--- src/rtl/bf_pkg.sv ---
// Shared opcode constants and controller state encoding for the BF core.
package bf_pkg;

  localparam logic [7:0] OP_LOOP_OPEN  = 8'h5B;  // '['
  localparam logic [7:0] OP_LOOP_CLOSE = 8'h5D;  // ']'

  typedef enum logic [1:0] {
    ST_RUN  = 2'd0,
    ST_SKIP = 2'd1,
    ST_ERR  = 2'd2
  } bf_state_e;

endpackage

--- src/rtl/bf_loop_stack.sv ---
// LIFO of loop-open addresses. One operation per cycle; the caller
// guarantees push never hits a full stack and pop never hits an empty one.
module bf_loop_stack #(
  parameter int ADDR_W      = 16,
  parameter int STACK_DEPTH = 16
) (
  input  logic              clk,
  input  logic              rst_n,
  input  logic              push,
  input  logic              pop,
  input  logic [ADDR_W-1:0] push_data,
  output logic [ADDR_W-1:0] top,
  output logic              empty,
  output logic              full
);
  localparam int PTR_W = $clog2(STACK_DEPTH);

  logic [ADDR_W-1:0] mem [STACK_DEPTH];
  logic [PTR_W:0]    count;
  logic [PTR_W-1:0]  wr_idx;
  logic [PTR_W-1:0]  top_idx;

  // count==STACK_DEPTH wraps the low bits to 0, so top_idx still lands on the last entry
  assign wr_idx  = count[PTR_W-1:0];
  assign top_idx = wr_idx - PTR_W'(1);
  assign top     = mem[top_idx];
  assign empty   = (count == '0);
  assign full    = (count == (PTR_W+1)'(STACK_DEPTH));

  // occupancy counter; reset empties the stack without clearing storage
  always_ff @(posedge clk) begin
    if (!rst_n)            count <= '0;
    else if (push && !full) count <= count + 1'b1;
    else if (pop && !empty) count <= count - 1'b1;
  end

  // entry storage, written only on push
  always_ff @(posedge clk) begin
    if (push && !full) mem[wr_idx] <= push_data;
  end

endmodule

--- src/rtl/bf_jump_unit.sv ---
// Bracket/jump controller: decides when the IP advances or jumps, tracks
// open loops on a stack, and forward-skips loop bodies entered with a zero cell.
module bf_jump_unit
  import bf_pkg::*;
#(
  parameter int ADDR_W      = 16,
  parameter int STACK_DEPTH = 16,
  parameter int SKIP_W      = 8
) (
  input  logic              clk,
  input  logic              rst_n,
  input  logic              instr_valid,
  input  logic [7:0]        instr,
  input  logic [ADDR_W-1:0] ip,
  input  logic              cell_zero,
  input  logic              op_done,
  output logic              update_ip,
  output logic              jmp,
  output logic [ADDR_W-1:0] jmp_target,
  output logic              skipping,
  output logic              err_overflow,
  output logic              err_underflow
);

  bf_state_e         state, state_nxt;
  logic [SKIP_W-1:0] depth, depth_nxt;
  logic              push, pop, ovf_set, unf_set;
  logic [ADDR_W-1:0] top;
  logic              stk_empty, stk_full;

  bf_loop_stack #(.ADDR_W(ADDR_W), .STACK_DEPTH(STACK_DEPTH)) u_stack (
    .clk       (clk),
    .rst_n     (rst_n),
    .push      (push),
    .pop       (pop),
    .push_data (ip),
    .top       (top),
    .empty     (stk_empty),
    .full      (stk_full)
  );

  // next-state / strobe decode; everything is held off while reset is asserted
  always_comb begin
    state_nxt = state;
    depth_nxt = depth;
    update_ip = 1'b0;
    jmp       = 1'b0;
    push      = 1'b0;
    pop       = 1'b0;
    ovf_set   = 1'b0;
    unf_set   = 1'b0;
    if (rst_n && instr_valid) begin
      unique case (state)
        ST_RUN: begin
          if (instr == OP_LOOP_OPEN) begin
            if (cell_zero) begin
              update_ip = 1'b1;
              depth_nxt = SKIP_W'(1);
              state_nxt = ST_SKIP;
            end else if (!stk_full) begin
              push      = 1'b1;
              update_ip = 1'b1;
            end else begin
              ovf_set   = 1'b1;
              state_nxt = ST_ERR;
            end
          end else if (instr == OP_LOOP_CLOSE) begin
            if (stk_empty) begin
              unf_set   = 1'b1;
              state_nxt = ST_ERR;
            end else if (cell_zero) begin
              pop       = 1'b1;
              update_ip = 1'b1;
            end else begin
              update_ip = 1'b1;
              jmp       = 1'b1;
            end
          end else begin
            update_ip = op_done;
          end
        end
        ST_SKIP: begin
          update_ip = 1'b1;
          if (instr == OP_LOOP_OPEN) begin
            if (depth == '1) begin
              update_ip = 1'b0;
              ovf_set   = 1'b1;
              state_nxt = ST_ERR;
            end else begin
              depth_nxt = depth + 1'b1;
            end
          end else if (instr == OP_LOOP_CLOSE) begin
            depth_nxt = depth - 1'b1;
            if (depth == SKIP_W'(1)) state_nxt = ST_RUN;
          end
        end
        default: ;  // ST_ERR: frozen until reset
      endcase
    end
  end

  // jump back to the instruction just after the matching '['
  assign jmp_target = jmp ? top + ADDR_W'(1) : '0;
  assign skipping   = rst_n && (state == ST_SKIP);

  // controller state, skip depth and sticky error flags
  always_ff @(posedge clk) begin
    if (!rst_n) begin
      state         <= ST_RUN;
      depth         <= '0;
      err_overflow  <= 1'b0;
      err_underflow <= 1'b0;
    end else begin
      state <= state_nxt;
      depth <= depth_nxt;
      if (ovf_set) err_overflow  <= 1'b1;
      if (unf_set) err_underflow <= 1'b1;
    end
  end

endmodule

--- config.mk ---
export PLATFORM = sky130hd
export DESIGN_NAME = bf_jump_unit
export DESIGN_NICKNAME = d
export VERILOG_FILES = /design/src/rtl/bf_pkg.sv /design/src/rtl/bf_loop_stack.sv /design/src/rtl/bf_jump_unit.sv
export SDC_FILE = /design/constraint.sdc
export NUM_CORES = 1
export LEC_CHECK = 0
export CAP_MARGIN = 20
export CORE_ASPECT_RATIO = 1.4
export CORE_MARGIN = 2
export CORE_UTILIZATION = 65
export DETAILED_ROUTE_END_ITERATION = 10
export MAX_ROUTING_LAYER = met4
export PLACE_DENSITY = 0.92
export SYNTH_ARGS = -nofsm -noshare
export SYNTH_HDL_FRONTEND = slang
export SYNTH_HIERARCHICAL = 1
export SYNTH_SLANG_ARGS = --single-unit
--- constraint.sdc ---
create_clock -name clk -period 10.8 [get_ports clk]
set_input_delay 2.16 -clock clk [delete_from_list [all_inputs] [get_ports clk]]
set_output_delay 2.16 -clock clk [all_outputs]
set_load 0.02 [all_outputs]
==> reports/qor.csv, run 1 <==
stage,metric,value,unit
global_route,first-pass GRT wire length,41.9,mm
detailed_routing,WL/cell,24.1,um
final_layout,ANT cells,0,
final_layout,Final Util,74.2,%
floorplanning,core box area,17900,sq um
detailed_routing,vias per std cell,6.69,
global_route,gr usage total,29.5,%
placed_design,RePlAce Congestion,0.898,
synth,synthesized instance count,814,
clock_network,postcts setup bufs,0,
synth,synthesis warning total,6,
setup_path,CP Cell Sequence,"clkdlybuf4s50_1, and4b_1, nand3b_4, or4_4, or3_1, nor2_1, clkdlybuf4s50_1",
pwr,Tot Pwr,0.00197,W
synth,async set-reset flop share out of synthesis,0,%
floorplanning,Die W,118,um
clock_network,htree depth,1,
synth,Netlist cell types,62,
floorplanning,Row Count,58,
setup_path,Reg2Reg Setup Slack,6.39,ns
final_layout,Final #Nets,911,
setup_path,Crit path buffers/inverters,2,
synth,sequential area share after synthesis,67.7,%
setup_path,critical path's slowest cell,or3_1,
synth,"EDFF count, synth",256,
timing,# setup viols final,0,
placed_design,dpl cells,1084,
synth,Syn Area/Cell,14.6,sq um
synth,Post-Syn Area,11900,sq um
timing,normalized max-slew margin,25.2,%
timing,unrepaired setup endpoints after global routing,no,
setup_path,kind of start point of the critical path,input pin,
timing,worst-margin pin slew,1.12,ns
detailed_routing,DRT iter0 DRCs,973,
clock_network,CTS max path bufs,3,
setup_path,critical path class,input pin to primary output,
setup_path,"delay-heaviest family, CP",simple AND/OR/NAND/NOR gates,
final_layout,Area growth syn-to-layout,12.3,%
final_layout,share of layout cells above drive strength 1,12.6,%
final_layout,Fillers,1019,
clock_network,Clock Sinks,273,
setup_path,Crit Path Max Fanout,17,
setup_path,Worst setup EP type,primary output,
setup_path,"most used cell, CP",clkdlybuf4s50_1,
clock_network,clk slew on worst S/H paths,0.07,ns
detailed_routing,Pre-antenna DRT Iters,6,
pwr,PD cells,148,nW/um^2
synth,syn nets,856,
final_layout,Finished Layout Cells,1126,
floorplanning,Die Y,164,um
flow_run,Max Cap Viol,0,
clock_network,Worst-Skew Late Latency,0.53,ns
synth,ys flop type,edfxtp_1,
clock_network,Hold Buf Count CTS,0,
detailed_routing,DRC viols,0,
worst_hold_path,worst hold-check path type,flip-flop to flip-flop,
pwr,Max VDD drop,0.000128,V
timing,Slew Limit Fails,0,
global_route,total grt overflow,0,
floorplanning,initial core utilization,66.1,%
synth,flop and latch count out of synthesis,273,
timing,worst clock skew,0.0165,ns
setup_path,Worst path max stage delay,0.68,ns
floorplanning,Ports,50,
timing,minimum clock period,7.49,ns
setup_path,CP Data Arrival Time,5.33,ns
timing,Max Freq,134,MHz
clock_network,CTS Root Cell,clkbuf_16,
setup_path,CP required,8.64,ns
floorplanning,die area,19400,sq um
detailed_routing,Routed Antenna Nets,0,
detailed_routing,Vias,7532,
timing,Final Cycle Share,69.4,%
placed_design,detailed placer's ending HPWL,16.3,mm
status,status,completed,
timing,TNS Setup,0,ns
placed_design,dpl cell area,12600,sq um
clock_network,post-cts sizing count,0,
detailed_routing,WL final,27.1,mm
global_route,initial antenna violation count,0,
pwr,Pleak,4.65,nW
global_route,largest net degree at the start of global routing,49,
final_layout,"Design Area, Final",13300,sq um
global_route,vias in the first global route,7466,
timing,final hold viol count,0,
clock_network,CTS tree,yes,
placed_design,port bufs,49,
clock_network,cts bufs inserted,23,
==> area by class of cell <==
type,instances,area [sq um],share of cell area (%)
well taps,240,300,2.26
repair buffers,73,671,5.04
flip-flops and latches,273,8030,60.3
multi-input cells,486,3560,26.8
clock buffers,27,591,4.44
inverters,12,45.0,0.338
clock inverters,15,113,0.846
==> final timing paths <==
kind | cells past startpoint | endpoint | start
setup reg to reg | 13 | u_stack/count[4] | u_stack/count[1]
hold / removal | 2 | err_overflow | err_overflow
hold reg to reg | 2 | err_overflow | err_overflow
setup / recovery | 7 | jmp_target[0] | instr[3]
==> Yosys cell counts, types with 3 or more instances <==
cell type / count / area, sq um
o21ai_0: 7 / 35.0
a221oi_1: 10 / 87.6
nor4_1: 4 / 25.0
a21o_1: 5 / 37.5
nor3_1: 7 / 35.0
nand4_1: 7 / 43.8
or4_1: 4 / 30.0
a32o_1: 16 / 160
mux2i_1: 38 / 380
clkbuf_1: 16 / 60.1
nand2b_1: 4 / 25.0
nand2_1: 153 / 574
and3_1: 7 / 43.8
a221oi_2: 8 / 120
inv_1: 12 / 45.0
buf_2: 14 / 70.1
o211ai_1: 4 / 30.0
a21oi_1: 6 / 30.0
buf_1: 3 / 11.3
nand3_1: 48 / 240
buf_6: 4 / 45.0
nor2b_1: 4 / 25.0
a211oi_1: 5 / 37.5
a2111oi_0: 3 / 26.3
mux4_2: 32 / 721
or2_2: 3 / 18.8
xor2_1: 8 / 70.1
xnor2_1: 10 / 87.6
edfxtp_1: 256 / 7690
buf_4: 5 / 37.5
dfxtp_1: 17 / 340
nor2_1: 47 / 176
ha_1: 12 / 150
==> layer usage <==
layer / track usage (%) / vias to the layer above / wire (um)
li1: - / 3226 / -
met1: 35.6 / 3711 / 9590
met5: - / - / 0
met2: 49.9 / 486 / 13900
met4: 13.6 / 0 / 1240
met3: 3.92 / 109 / 2390
==> sequential cells by signal, summed over array words and instances, names as in the netlist <==
| name | cells |
|---|---|
| u_stack/count | 5 |
| err_underflow | 1 |
| u_stack/mem | 256 |
| depth | 8 |
| err_overflow | 1 |
| state | 2 |
==> kinds of logic (layout without fill, tap and decap cells) <==
logic type      Yosys count  after routing  synth area share [%]
xor+xnor                 19             19                  1.56
compound gates           79             79                  5.79
mux                      71             71                  9.38
buf+inv                  55            127                  2.40
flops                   273            273                  67.7
simple gates            304            304                  11.7
fa+ha+maj                13             13                  1.44
==> worst register-to-register path: cells and delay by family, from the launching register on <==
family	cells	cell delay [ns]
flip-flops	1	0.47
adder cells (fa/ha/maj)	2	0.80
AND/OR/NAND/NOR	5	1.83
buffers and inverters	2	0.21
AO/OA/AOI/OAI	4	0.99
==> placed cells by master, fill, tap and decap left out, types with 5 or more instances in the layout <==
master and count:
clkdlybuf4s50_1 49, nor3_1 7, nand2_1 153, a221oi_1 10, a21o_1 5, clkinv_1 5
dfxtp_1 16, a21oi_1 6, edfxtp_1 256, ha_1 12, mux2i_1 38, nor2_1 47
clkbuf_16 23, buf_4 24, nand4_1 7, inv_1 12, xnor2_1 9, xor2_1 7
mux4_2 32, a221oi_2 8, o21ai_0 7, and3_1 7, a211oi_1 5, a32o_1 16
nand3_1 48
==> stage by stage <==
step                hold slack (ns)  setup slack [ns]
floorplan                     0.444              4.55
finish                        0.456              3.31
global placement              0.442              3.41
CTS                           0.458              3.32
global route                  0.487              3.13
detailed placement            0.444              3.32
==> where the power goes <==
part | internal (W) | leakage, nW | switching, W
Clock | 0.000420 | 0.341 | 0.000363
Sequential | 0.00115 | 2.44 | 0.0000000545
Combinational | 0.0000133 | 1.87 | 0.0000232
No activity file was read; power rests on OpenSTA's default activity.
==> run 2: changes to the inputs <==
--- a/config.mk
+++ b/config.mk
@@ -8,10 +8,10 @@
 export CAP_MARGIN = 20
 export CORE_ASPECT_RATIO = 1.4
 export CORE_MARGIN = 2
-export CORE_UTILIZATION = 65
+export CORE_UTILIZATION = 55
 export DETAILED_ROUTE_END_ITERATION = 10
 export MAX_ROUTING_LAYER = met4
-export PLACE_DENSITY = 0.92
+export PLACE_DENSITY = 0.83
 export SYNTH_ARGS = -nofsm -noshare
 export SYNTH_HDL_FRONTEND = slang
 export SYNTH_HIERARCHICAL = 1
==> constraint.sdc (replaced) <==
create_clock -name clk -period 6.8 [get_ports clk]
set_input_delay 1.36 -clock clk [delete_from_list [all_inputs] [get_ports clk]]
set_output_delay 1.36 -clock clk [all_outputs]
set_load 0.02 [all_outputs]
==> reports/qor.csv, run 2 (same netlist as run 1, synthesis figures left out) <==
stage,metric,value,unit
pwr,Comb power frac,1.8,%
setup_path,Reg2Reg Setup Slack,3.07,ns
pwr,Pleak,4.68,nW
setup_path,critical path's slowest cell,clkdlybuf4s50_1,
setup_path,critical path class,flip-flop to primary output,
pwr,internal power,0.00251,W
final_layout,share of layout cells above drive strength 1,12.8,%
floorplanning,Die Y,178,um
clock_network,clk slew on worst S/H paths,0.06,ns
timing,minimum clock period,6.20,ns
setup_path,Crit Reg-Reg Endpoint,u_stack/count[4],
pwr,Max VDD drop,0.000211,V
final_layout,Finished Layout Cells,1149,
floorplanning,Row Count,63,
setup_path,"delay-heaviest family, CP",simple AND/OR/NAND/NOR gates,
detailed_routing,vias per std cell,6.24,
final_layout,Final #Nets,917,
detailed_routing,DRC viols,0,
setup_path,CP Data Arrival Time,4.84,ns
detailed_routing,DRT iter0 DRCs,563,
pwr,sequential power share,59.1,%
worst_hold_path,hold endpoint,err_overflow,
clock_network,Hold Buf Count CTS,0,
setup_path,kind of start point of the critical path,flip-flop,
timing,unrepaired setup endpoints after global routing,no,
clock_network,CTS max path bufs,3,
global_route,total grt overflow,0,
setup_path,Crit Path Max Fanout,16,
clock_network,Clock Sinks,273,
setup_path,CP Cell Sequence,"inv_1, ha_1, and2_1, a221oi_1, a32o_1, nand3_1, nor4_1, nand3_1, xor2_1, nor2_1, clkdlybuf4s50_1",
clock_network,Worst-Skew Late Latency,0.51,ns
detailed_routing,Vias,7167,
timing,final hold viol count,0,
detailed_routing,WL/cell,22.3,um
pwr,PD cells,232,nW/um^2
setup_path,Worst setup EP type,primary output,
timing,Slew Limit Fails,0,
setup_path,Worst path max stage delay,0.65,ns
detailed_routing,WL final,25.6,mm
global_route,first-pass GRT wire length,40.1,mm
timing,worst clock skew,0.00887,ns
global_route,gr usage total,23.9,%
floorplanning,die area,22800,sq um
timing,TNS Setup,0,ns
global_route,vias in the first global route,7215,
global_route,largest net degree at the start of global routing,55,
pwr,part of the power in the clock network,39.0,%
final_layout,most frequent cells in the layout,"edfxtp_1, nand2_1, clkdlybuf4s50_1, nand3_1, nor2_1",
final_layout,top flop regs,"u_stack/mem (256), depth (8), u_stack/count (5)",
worst_hold_path,worst hold start,err_overflow,
timing,Final Cycle Share,91.2,%
worst_hold_path,hold path cells,2,
worst_hold_path,worst hold-check path type,flip-flop to flip-flop,
setup_path,Worst Reg-to-Reg Cells,14,
final_layout,max reg flops,256,
final_layout,"commonest non-fill, non-tap cell in the layout",edfxtp_1,
timing,worst-margin pin slew,1.09,ns
global_route,initial antenna violation count,0,
placed_design,dpl cells,1110,
timing,normalized max-slew margin,27.2,%
placed_design,detailed placer's ending HPWL,15.5,mm
placed_design,RePlAce Congestion,0.920,
setup_path,FF-to-FF Start,u_stack/count[1],
floorplanning,core box area,21200,sq um
clock_network,CTS tree,yes,
timing,# setup viols final,0,
setup_path,Crit path buffers/inverters,2,
pwr,P_sw,0.000589,W
detailed_routing,Pre-antenna DRT Iters,5,
status,status,completed,
timing,Max Freq,161,MHz
floorplanning,initial core utilization,55.9,%
floorplanning,Die W,128,um
clock_network,CTS Root Cell,clkbuf_16,
clock_network,postcts setup bufs,0,
final_layout,Top reg by flops,u_stack/mem,
setup_path,"most used cell, CP",nand3_1,
final_layout,Area growth syn-to-layout,12.7,%
clock_network,htree depth,1,
floorplanning,Ports,50,
pwr,Sw Ratio,19.0,%
detailed_routing,Routed Antenna Nets,0,
placed_design,port bufs,49,
clock_network,cts bufs inserted,23,
clock_network,post-cts sizing count,0,
final_layout,ANT cells,0,
setup_path,CP required,5.44,ns
flow_run,Max Cap Viol,0,
-- run 2: changes by cell type in the layout (fill, tap and decap cells not counted), sizes merged --
cell      change
buf           +6
clkbuf        -1
clkinv        +1
clkinvlp      -2
inv           -1
-- run 2: layer usage --
layer	vias up	GRT usage (%)	wire, um
met2	323	40.6	13200
met3	56	2.89	1850
met4	0	8.52	819
li1	3233	-	-
met5	-	-	0
met1	3555	29.8	9740
-- run 2: tightest hold or removal path, stage by stage, from the launching register on --
cell and delay (ns):
dfxtp_1 0.32, inv_1 0.06, a21oi_1 0.06
-- run 2: per-stage QoR --
stage                     total power, W  utilization (%)  area, sq um  setup WS (ns)  hold WS (ns)
after global placement           0.00193             59.8        12700          0.884         0.453
after detailed placement         0.00193             59.8        12700          0.831         0.467
final                            0.00310             63.0        13400          0.602         0.485
after floorplan                  0.00189                -        11900           2.15         0.444
after CTS                        0.00312             63.0        13400          0.563         0.485
after global routing             0.00319             63.0        13400          0.315         0.505
-- run 2: worst max path at each step --
stage / from / end / slack, ns / cells past startpoint
2_1_floorplan: instr[7] / jmp_target[10] / 2.15 / 8
4_1_cts: u_stack/count[1] / jmp_target[11] / 0.56 / 11
3_5_place_dp: instr[3] / jmp_target[15] / 0.83 / 7
3_3_place_gp: instr[3] / jmp_target[15] / 0.88 / 7
6_report: u_stack/count[1] / jmp_target[11] / 0.60 / 11
5_1_grt: u_stack/count[1] / jmp_target[11] / 0.32 / 11
-- run 2: area by class of cell --
cell class	count	area, sq um
Clock buffer	26	587
Clock inverter	13	90.1
Fill cell	1425	7840
Inverter	12	45.0
Multi-Input combinational cell	486	3560
Sequential cell	273	8030
Tap cell	260	325
Timing Repair Buffer	79	728
-- run 2: power by group through the flow --
stage / sequential (W) / clock, W / combinational [W]
after floorplan: 0.00187 / 0 / 0.0000147
after global placement: 0.00187 / 0 / 0.0000542
after detailed placement: 0.00187 / 0 / 0.0000561
after CTS: 0.00183 / 0.00123 / 0.0000567
after global routing: 0.00183 / 0.00129 / 0.0000623
final: 0.00183 / 0.00121 / 0.0000567
==> run 3: changes to the inputs <==
--- a/config.mk
+++ b/config.mk
@@ -12,6 +12,7 @@
 export DETAILED_ROUTE_END_ITERATION = 10
 export MAX_ROUTING_LAYER = met4
 export PLACE_DENSITY = 0.83
+export SLEW_MARGIN = 40
 export SYNTH_ARGS = -nofsm -noshare
 export SYNTH_HDL_FRONTEND = slang
 export SYNTH_HIERARCHICAL = 1
==> reports/qor.csv, run 3 (same netlist as run 1, synthesis figures left out) <==
stage,metric,value,unit
clock_network,Hold Buf Count CTS,0,
final_layout,share of layout cells above drive strength 1,13.6,%
setup_path,crit path capture,jmp_target[11],
setup_path,critical path class,flip-flop to primary output,
final_layout,Top reg by flops,u_stack/mem,
detailed_routing,DRT iter0 DRCs,546,
placed_design,RePlAce Congestion,0.920,
timing,unrepaired setup endpoints after global routing,no,
clock_network,postcts setup bufs,0,
detailed_routing,Pre-antenna DRT Iters,5,
floorplanning,Row Count,63,
global_route,first-pass GRT wire length,39.8,mm
final_layout,max reg flops,256,
floorplanning,die area,22800,sq um
timing,Max Freq,162,MHz
setup_path,Worst Reg-to-Reg Cells,14,
pwr,Pleak,4.71,nW
final_layout,top flop regs,"u_stack/mem (256), depth (8), u_stack/count (5)",
pwr,PD cells,236,nW/um^2
global_route,gr usage total,23.7,%
setup_path,Reg2Reg Setup Slack,3.06,ns
setup_path,Crit Path Max Fanout,54,
placed_design,dpl cells,1110,
clock_network,CTS tree,yes,
clock_network,clk slew on worst S/H paths,0.07,ns
clock_network,post-cts sizing count,0,
final_layout,"commonest non-fill, non-tap cell in the layout",edfxtp_1,
timing,minimum clock period,6.18,ns
detailed_routing,WL/cell,22.3,um
status,status,completed,
timing,TNS Setup,0,ns
setup_path,FF-to-FF Start,u_stack/count[1],
setup_path,Worst Setup SP,u_stack/count[1],
timing,worst clock skew,0.0110,ns
final_layout,most frequent cells in the layout,"edfxtp_1, nand2_1, clkdlybuf4s50_1, nand3_1, nor2_1",
timing,# setup viols final,0,
worst_hold_path,worst hold-check path type,flip-flop to flip-flop,
detailed_routing,WL final,25.6,mm
global_route,initial antenna violation count,0,
final_layout,Final #Nets,917,
detailed_routing,Vias,7203,
setup_path,CP Data Arrival Time,4.82,ns
timing,Final Cycle Share,90.9,%
global_route,vias in the first global route,7249,
clock_network,htree depth,1,
timing,Slew Limit Fails,0,
clock_network,CTS Root Cell,clkbuf_16,
detailed_routing,DRC viols,0,
setup_path,CP required,5.44,ns
pwr,Max VDD drop,0.000138,V
pwr,Tot Pwr,0.00318,W
final_layout,Finished Layout Cells,1150,
floorplanning,Die Y,178,um
detailed_routing,vias per std cell,6.26,
placed_design,port bufs,49,
worst_hold_path,hold path cells,2,
floorplanning,Die W,128,um
flow_run,Max Cap Viol,0,
timing,worst-margin pin slew,0.722,ns
floorplanning,core box area,21200,sq um
timing,normalized max-slew margin,50.6,%
final_layout,ANT cells,0,
clock_network,Clock Sinks,273,
final_layout,Area growth syn-to-layout,13.3,%
global_route,largest net degree at the start of global routing,55,
setup_path,Crit Reg-Reg Endpoint,u_stack/count[4],
clock_network,Worst-Skew Late Latency,0.51,ns
timing,final hold viol count,0,
clock_network,cts bufs inserted,23,
floorplanning,initial core utilization,55.9,%
detailed_routing,Routed Antenna Nets,0,
clock_network,CTS max path bufs,3,
setup_path,Worst setup EP type,primary output,
global_route,total grt overflow,0,
floorplanning,Ports,50,
setup_path,kind of start point of the critical path,flip-flop,
final_layout,Final Util,63.4,%
placed_design,detailed placer's ending HPWL,15.5,mm
run 3: power by group:
group / internal [W] / switching, W / total, W
clock: 0.000730 / 0.000557 / 0.00129
sequential: 0.00183 / 0.0000000929 / 0.00183
combinational: 0.0000212 / 0.0000353 / 0.0000565
run 3: how the worst min path moves through the flow:
stage,slack (ns),start,endpoint
2_1_floorplan,0.44,state[1],state[1]
3_3_place_gp,0.45,err_overflow,err_overflow
3_5_place_dp,0.47,err_overflow,err_overflow
4_1_cts,0.49,err_overflow,err_overflow
5_1_grt,0.51,err_underflow,err_underflow
6_report,0.48,err_overflow,err_overflow
run 3: area by class of cell:
class,count,area (sq um)
clock inverter,11,109
multi-input combinational,486,3570
tap,260,325
timing repair buffer,79,728
inverter,12,45.0
sequential,273,8030
clock buffer,29,628
fill,1414,7770
run 3: per-stage QoR:
step	cell area [sq um]	setup WS [ns]	hold WS, ns
6_report	13400	0.620	0.483
5_1_grt	13400	0.353	0.506
4_1_cts	13400	0.599	0.486
3_5_place_dp	12700	0.819	0.467
3_3_place_gp	12700	0.884	0.453
2_1_floorplan	11900	2.15	0.444
run 3: metal layers:
| metal | GRT usage [%] | routed length [um] | part of all wire [%] | vias up |
|---|---|---|---|---|
| li1 | - | - | - | 3241 |
| met1 | 28.7 | 9760 | 38 | 3574 |
| met2 | 39.7 | 13100 | 51 | 306 |
| met3 | 3.95 | 1770 | 6.9 | 82 |
| met4 | 10.3 | 1020 | 4.0 | 0 |
| met5 | - | 0 | 0 | - |
run 3: critical path: stages (launching register included):
cell and delay (ns):
dfxtp_1 0.47, inv_1 0.12, ha_1 0.30, xor2_4 0.21, buf_12 0.32, buf_4 0.29
mux2i_1 0.10, a221oi_1 0.34, a32o_1 0.31, nand2_1 0.13, nor4_1 0.55, nand3_1 0.17
xor2_1 0.19, nor2_1 0.12, clkdlybuf4s50_1 0.65
